===== src/rtl/check_reg_responder.sv =====
// Checker-side register query responder: shadows the core's register file from its
// writeback port, answers rs/rt operand queries and tracks pending rd results in a FIFO.
module check_reg_responder #(
    parameter int DATA_W     = 32,
    parameter int PEND_DEPTH = 4,
    parameter int TIMEOUT    = 16
) (
    input  logic                          clk,
    input  logic                          rst_n,
    input  logic                          req_valid,
    input  logic [4:0]                    req_rs,
    input  logic [4:0]                    req_rt,
    input  logic [4:0]                    req_rd,
    output logic [DATA_W-1:0]             rs_value,
    output logic [DATA_W-1:0]             rt_value,
    output logic                          rsp_valid,
    input  logic                          wb_en,
    input  logic [4:0]                    wb_addr,
    input  logic [DATA_W-1:0]             wb_data,
    output logic [DATA_W-1:0]             rd_value,
    output logic                          rd_valid,
    output logic                          timeout_err,
    output logic                          overflow,
    output logic [$clog2(PEND_DEPTH):0]   pend_count
);
    // state | meaning
    // IDLE  | pending FIFO empty, nothing to resolve
    // WAIT  | FIFO head waiting for its writeback, cnt_q counts cycles spent waiting

    localparam int PW = $clog2(PEND_DEPTH);
    localparam int CW = PW + 1;
    localparam int TW = (TIMEOUT > 1) ? $clog2(TIMEOUT) : 1;
    localparam logic [CW-1:0] FULL_CNT = CW'(PEND_DEPTH);
    localparam logic [TW-1:0] CNT_LAST = TW'(TIMEOUT - 1);

    typedef enum logic {ST_IDLE, ST_WAIT} state_t;

    state_t              state_q;
    logic [TW-1:0]       cnt_q;
    logic [DATA_W-1:0]   regs_q [32];
    logic [4:0]          fifo_q [PEND_DEPTH];
    logic [PW-1:0]       wr_ptr_q, rd_ptr_q;
    logic [CW-1:0]       count_q, count_d;
    logic [DATA_W-1:0]   rs_value_q, rt_value_q, rd_value_q;
    logic                rsp_valid_q, rd_valid_q, timeout_err_q, overflow_q;

    logic [4:0]          head_rd;
    logic                in_wait, hit_zero, hit_wb, expire, pop, push, drop, full;

    always_comb begin
        head_rd  = fifo_q[rd_ptr_q];
        in_wait  = (state_q == ST_WAIT);
        hit_zero = in_wait && (head_rd == 5'd0);
        hit_wb   = in_wait && (head_rd != 5'd0) && wb_en && (wb_addr == head_rd);
        // a matching writeback beats a timeout landing in the same cycle
        expire   = in_wait && !hit_zero && !hit_wb && (cnt_q == CNT_LAST);
        pop      = hit_zero || hit_wb || expire;
        full     = (count_q == FULL_CNT);
        push     = req_valid && (!full || pop);
        drop     = req_valid && full && !pop;
        count_d  = count_q;
        if (push && !pop) begin
            count_d = count_q + 1'b1;
        end else if (pop && !push) begin
            count_d = count_q - 1'b1;
        end
    end

    always_ff @(posedge clk or negedge rst_n) begin
        if (!rst_n) begin
            for (int i = 0; i < 32; i++) begin
                regs_q[i] <= '0;
            end
        end else begin
            for (int i = 1; i < 32; i++) begin
                if (wb_en && (wb_addr == 5'(i))) begin
                    regs_q[i] <= wb_data;
                end
            end
        end
    end

    // operand lookup sees a same-cycle writeback (write-first)
    always_ff @(posedge clk or negedge rst_n) begin
        if (!rst_n) begin
            rs_value_q  <= '0;
            rt_value_q  <= '0;
            rsp_valid_q <= 1'b0;
            overflow_q  <= 1'b0;
        end else begin
            rsp_valid_q <= req_valid;
            if (req_valid) begin
                rs_value_q <= (wb_en && (wb_addr == req_rs) && (req_rs != 5'd0)) ? wb_data : regs_q[req_rs];
                rt_value_q <= (wb_en && (wb_addr == req_rt) && (req_rt != 5'd0)) ? wb_data : regs_q[req_rt];
            end
            if (drop) begin
                overflow_q <= 1'b1;
            end
        end
    end

    always_ff @(posedge clk or negedge rst_n) begin
        if (!rst_n) begin
            wr_ptr_q <= '0;
            rd_ptr_q <= '0;
            count_q  <= '0;
            for (int i = 0; i < PEND_DEPTH; i++) begin
                fifo_q[i] <= '0;
            end
        end else begin
            if (push) begin
                fifo_q[wr_ptr_q] <= req_rd;
                wr_ptr_q         <= wr_ptr_q + 1'b1;
            end
            if (pop) begin
                rd_ptr_q <= rd_ptr_q + 1'b1;
            end
            count_q <= count_d;
        end
    end

    always_ff @(posedge clk or negedge rst_n) begin
        if (!rst_n) begin
            state_q       <= ST_IDLE;
            cnt_q         <= '0;
            rd_value_q    <= '0;
            rd_valid_q    <= 1'b0;
            timeout_err_q <= 1'b0;
        end else begin
            rd_valid_q    <= hit_zero || hit_wb;
            timeout_err_q <= expire;
            if (hit_wb) begin
                rd_value_q <= wb_data;
            end else if (hit_zero || expire) begin
                rd_value_q <= '0;
            end
            case (state_q)
                ST_IDLE: begin
                    cnt_q <= '0;
                    if (push) begin
                        state_q <= ST_WAIT;
                    end
                end
                ST_WAIT: begin
                    if (pop) begin
                        cnt_q   <= '0;
                        state_q <= (count_d != '0) ? ST_WAIT : ST_IDLE;
                    end else begin
                        cnt_q <= cnt_q + 1'b1;
                    end
                end
                default: begin
                    state_q <= ST_IDLE;
                    cnt_q   <= '0;
                end
            endcase
        end
    end

    assign rs_value    = rs_value_q;
    assign rt_value    = rt_value_q;
    assign rsp_valid   = rsp_valid_q;
    assign rd_value    = rd_value_q;
    assign rd_valid    = rd_valid_q;
    assign timeout_err = timeout_err_q;
    assign overflow    = overflow_q;
    assign pend_count  = count_q;

endmodule


===== config.mk =====
export PLATFORM = sky130hd
export DESIGN_NAME = check_reg_responder
export DESIGN_NICKNAME = d
export VERILOG_FILES = /design/src/rtl/check_reg_responder.sv
export SDC_FILE = /design/constraint.sdc
export NUM_CORES = 2
export LEC_CHECK = 0
export BUFFER_PORTS_ARGS = -buffer_cell sky130_fd_sc_hd__buf_2
export CELL_PAD_IN_SITES_DETAIL_PLACEMENT = 1
export CELL_PAD_IN_SITES_GLOBAL_PLACEMENT = 2
export CORE_MARGIN = 5
export CORE_UTILIZATION = 49
export CTS_BUF_LIST = sky130_fd_sc_hd__clkbuf_8
export DETAILED_ROUTE_END_ITERATION = 10
export MAX_ROUTING_LAYER = met4
export PLACE_DENSITY_LB_ADDON = 0.1
export REMOVE_ABC_BUFFERS = 1
export SLEW_MARGIN = 10
export SYNTH_ARGS = -nofsm -noshare
export SYNTH_HDL_FRONTEND = slang
export SYNTH_SLANG_ARGS = --single-unit

===== constraint.sdc =====
create_clock -name clk -period 3.1 [get_ports clk]
set_input_delay 0.465 -clock clk [delete_from_list [all_inputs] [get_ports clk]]
set_output_delay 0.465 -clock clk [all_outputs]
set_load 0.05 [all_outputs]

==> metrics.md <==
| Metric | Value |
|---|---|
| Die Height | 356.8 um |
| Worst setup margin | 0.3136 ns |
| Worst min path class | in -> reg |
| Sequential power share | 43.7% |
| DR vias/cell | 6.586 |
| P_sw | 0.01474 W |
| Synth-to-Final Area Change | 14.61% |
| Max-cap viol count | 0 |
| IR drop worst, VDD | 0.4970 mV |
| Post-synthesis cell count | 3750 |
| Pwr/cell area | 693.1 nW/um^2 |
| I/O Buffers | 158 |
| FF+latch count, synth | 1124 |
| RSZ-0062 raised after global routing | false |
| Pre-CTS WS | 0.1720 ns |
| CTS buffer count | 195 |
| Crit path max fanout | 10 |
| Share of layout cells above drive strength 1 | 57.86% |
| Initial Util | 49.27% |
| Placed cells | 5358 |
| Iteration count of the initial detailed-routing pass | 5 |
| Final wirelength | 194200 um |
| Slew HR | 48.44% |
| FF/Latch Area | 28130 um^2 |
| I/O pins | 159 |
| Global-route wire length before repair | 291100 um |
| Non-filler cells, final | 5724 |
| Leading cell types by count after synthesis | 1124 x dfrtp_1, 1072 x mux2_2, 582 x mux4_2, 240 x clkbuf_1, 98 x mux2i_1 |
| CP required | 3.89 ns |
| Largest net degree at the start of global routing | 97 |
| Global-route usage over all layers | 31.99% |
| Vias in the first global route | 41826 |
| Area of the mapped netlist | 58950 um^2 |
| Core footprint | 119700 um^2 |
| Syn_area_per_cell | 15.72 um^2 |
| Post-synthesis sequential area ratio | 47.72% |
| Die W | 356.8 um |
| Outcome | finished clean |
| Leak | 29.52 nW |
| Largest cells by area after synthesis | dfrtp_1 48%, mux4_2 22%, mux2_2 20% |
| FMAX | 358.9 MHz |
| Antenna-violating nets left | 0 |
| Most frequent cell after synthesis | dfrtp_1 |
| DIE AREA | 127300 um^2 |
| Worst slew pin tran | 0.7734 ns |
| Setup violators final | 0 |
| TritonCTS clock tree | done |
| Netlist cell types | 48 |
| Vias | 37697 |
| H-tree levels | 4 |
| Root Driver | clkbuf_8 |
| Worst-path clk slew | 0.06 ns |
| Crit path launch type | flip-flop |
| Sw Ratio | 31.49% |
| Multi-input gate area | 29270 um^2 |
| CP Class | reg -> reg |
| Synth warnings | 32 |
| DR DRC count | 0 |
| CTS Sinks | 1124 |
| Internal power | 0.03208 W |
| EDFF count, synth | 0 |
| Initial antenna violation count | 5 |
| Final hold violation count | 0 |
| GP Congestion | 0.8150 |
| Initial DRC count | 3299 |
| Critical path arrival | 3.57 ns |
| HPWL Detailed | 117300 um |
| Overall Power | 0.04682 W |
| Tmin final | 2.786 ns |
| Fin nets | 4014 |
| Post-CTS setup buffer count | 0 |
| Area share of the largest cell type after synthesis | 47.72% |
| Area leader, netlist | dfrtp_1 |
| Final cycle utilization of the critical path | 89.88% |
| Clock power share | 30.4% |
| Clock skew | 0.03885 ns |
| Async set-reset flop share out of synthesis | 100.0% |
| Top_reg_cell synth | dfrtp_1 |
| Type of destination of the critical path | flip-flop |
| Clock tree buffer depth | 3 |
| WL/cell | 33.93 um |
| Row Count | 127 |
| Gr ovfl total | 0 |
| Clk Latency, worst-skew pair | 0.92 ns |
| Max-slew violations | 0 |
| Filler Cell Count | 10950 |
| Combinational power share | 25.9% |
==> cells by family after synthesis <==
group / Yosys count / share of synthesized area, %
AO/OA/AOI/OAI: 180 / 2.458
XOR/XNOR: 20 / 0.2972
adder cells (fa/ha/maj): 8 / 0.1698
buffers and inverters: 407 / 2.946
flip-flops: 1124 / 47.72
multiplexers: 1757 / 44.47
AND/OR/NAND/NOR: 254 / 1.940
==> layout make-up <==
type	instances	area share [%]
multi-input cells	2219	43.33
flip-flops and latches	1124	41.63
clock buffers	251	5.113
repair buffers	401	5.921
clock inverters	106	0.9593
well taps	1612	2.985
inverters	9	0.05000
diodes	2	0.007408
==> power groups by stage <==
stage | sequential (W) | clock (W) | combinational (W)
after floorplan | 0.0211 | 0 | 0.00711
after global placement | 0.0202 | 0 | 0.0117
after detailed placement | 0.0206 | 0 | 0.0122
after CTS | 0.0204 | 0.0146 | 0.0122
after global routing | 0.0208 | 0.0153 | 0.0129
final | 0.0204 | 0.0143 | 0.0121
==> metrics by stage <==
| stage | setup TNS, ns | util [%] | cell area (um^2) | hold slack, ns |
|---|---|---|---|---|
| after floorplan | -95.06 | - | 57240 | 0.1694 |
| after detailed placement | 0 | 52.97 | 63380 | 0.4626 |
| final | 0 | 56.46 | 67560 | 0.1124 |
| after global routing | 0 | 56.46 | 67560 | 0.07176 |
| after global placement | 0 | 52.97 | 63380 | 0.4420 |
| after CTS | 0 | 56.46 | 67550 | 0.01647 |
==> worst max-delay path: stages, from the launching register on <==
cell,delay (ns)
dfrtp_1,0.56
mux4_2,0.60
xnor2_1,0.17
nand4_1,0.23
o22a_4,0.35
a31oi_4,0.36
mux2_2,0.39
==> worst paths after layout <==
kind                       slack (ns)      endpoint   startpoint  depth (start not counted)
setup / recovery                 0.31    fifo_q[12]  rd_ptr_q[0]                          6
hold / removal                   0.11       in_wait    req_valid                          3
setup reg to reg                 0.31    fifo_q[12]  rd_ptr_q[0]                          6
hold reg to reg                  0.47      cnt_q[0]     cnt_q[0]                          1
max in group asynchronous        1.84  rt_value[14]        rst_n                          3
min in group asynchronous        0.18      overflow        rst_n                          2
==> registers in the layout, summed over array words and instances (netlist names) <==
register	flops
rd_valid	1
pend_count	3
timeout_err	1
rt_value	32
rd_ptr_q	2
regs_q	992
rsp_valid	1
rd_value	32
wr_ptr_q	2
in_wait	1
cnt_q	4
rs_value	32
overflow	1
fifo_q	20
==> cell usage in the layout, fill, tap and decap left out, types with 4 or more instances in the layout <==
master	Yosys	final
nor2_1	85	73
o311ai_1	16	16
mux2i_1	98	98
ha_1	8	8
nor3_2	1	6
mux4_2	582	582
o21a_1	32	32
nand2_1	92	81
bufinv_16	0	7
a22o_1	64	64
mux2_2	1072	1072
clkinv_2	0	18
nor2_4	0	12
dfrtp_1	1124	1124
nor3_1	12	7
buf_2	68	146
nand2b_1	4	4
mux2_1	5	5
nor2b_1	36	34
xnor2_1	11	11
inv_1	9	80
clkbuf_8	0	251
buf_4	19	137
a21oi_1	34	34
o311ai_0	16	16
a31oi_4	4	4
xor2_1	9	9
inv_6	0	5
buf_8	0	5
buf_12	0	103
nand2_2	0	11
clkinvlp_4	0	5
dlygate4sd3_1	0	7
==> routing by layer <==
metal  vias to the layer above  global-route usage (%)  wire length, um
li1                      14941                       -                -
met1                     20950                   43.86            82810
met2                      1402                   49.46            93300
met3                       404                   5.104            11260
met4                         0                   10.75             6854
met5                         -                       -                0
==> repair_timing <==
item | CTS | global route
endpoints found under the hold margin | 92 | 0
hold buffers | 7 | 0
gates resized for setup | 0 | 0
No activity file was read; power rests on OpenSTA's default activity.
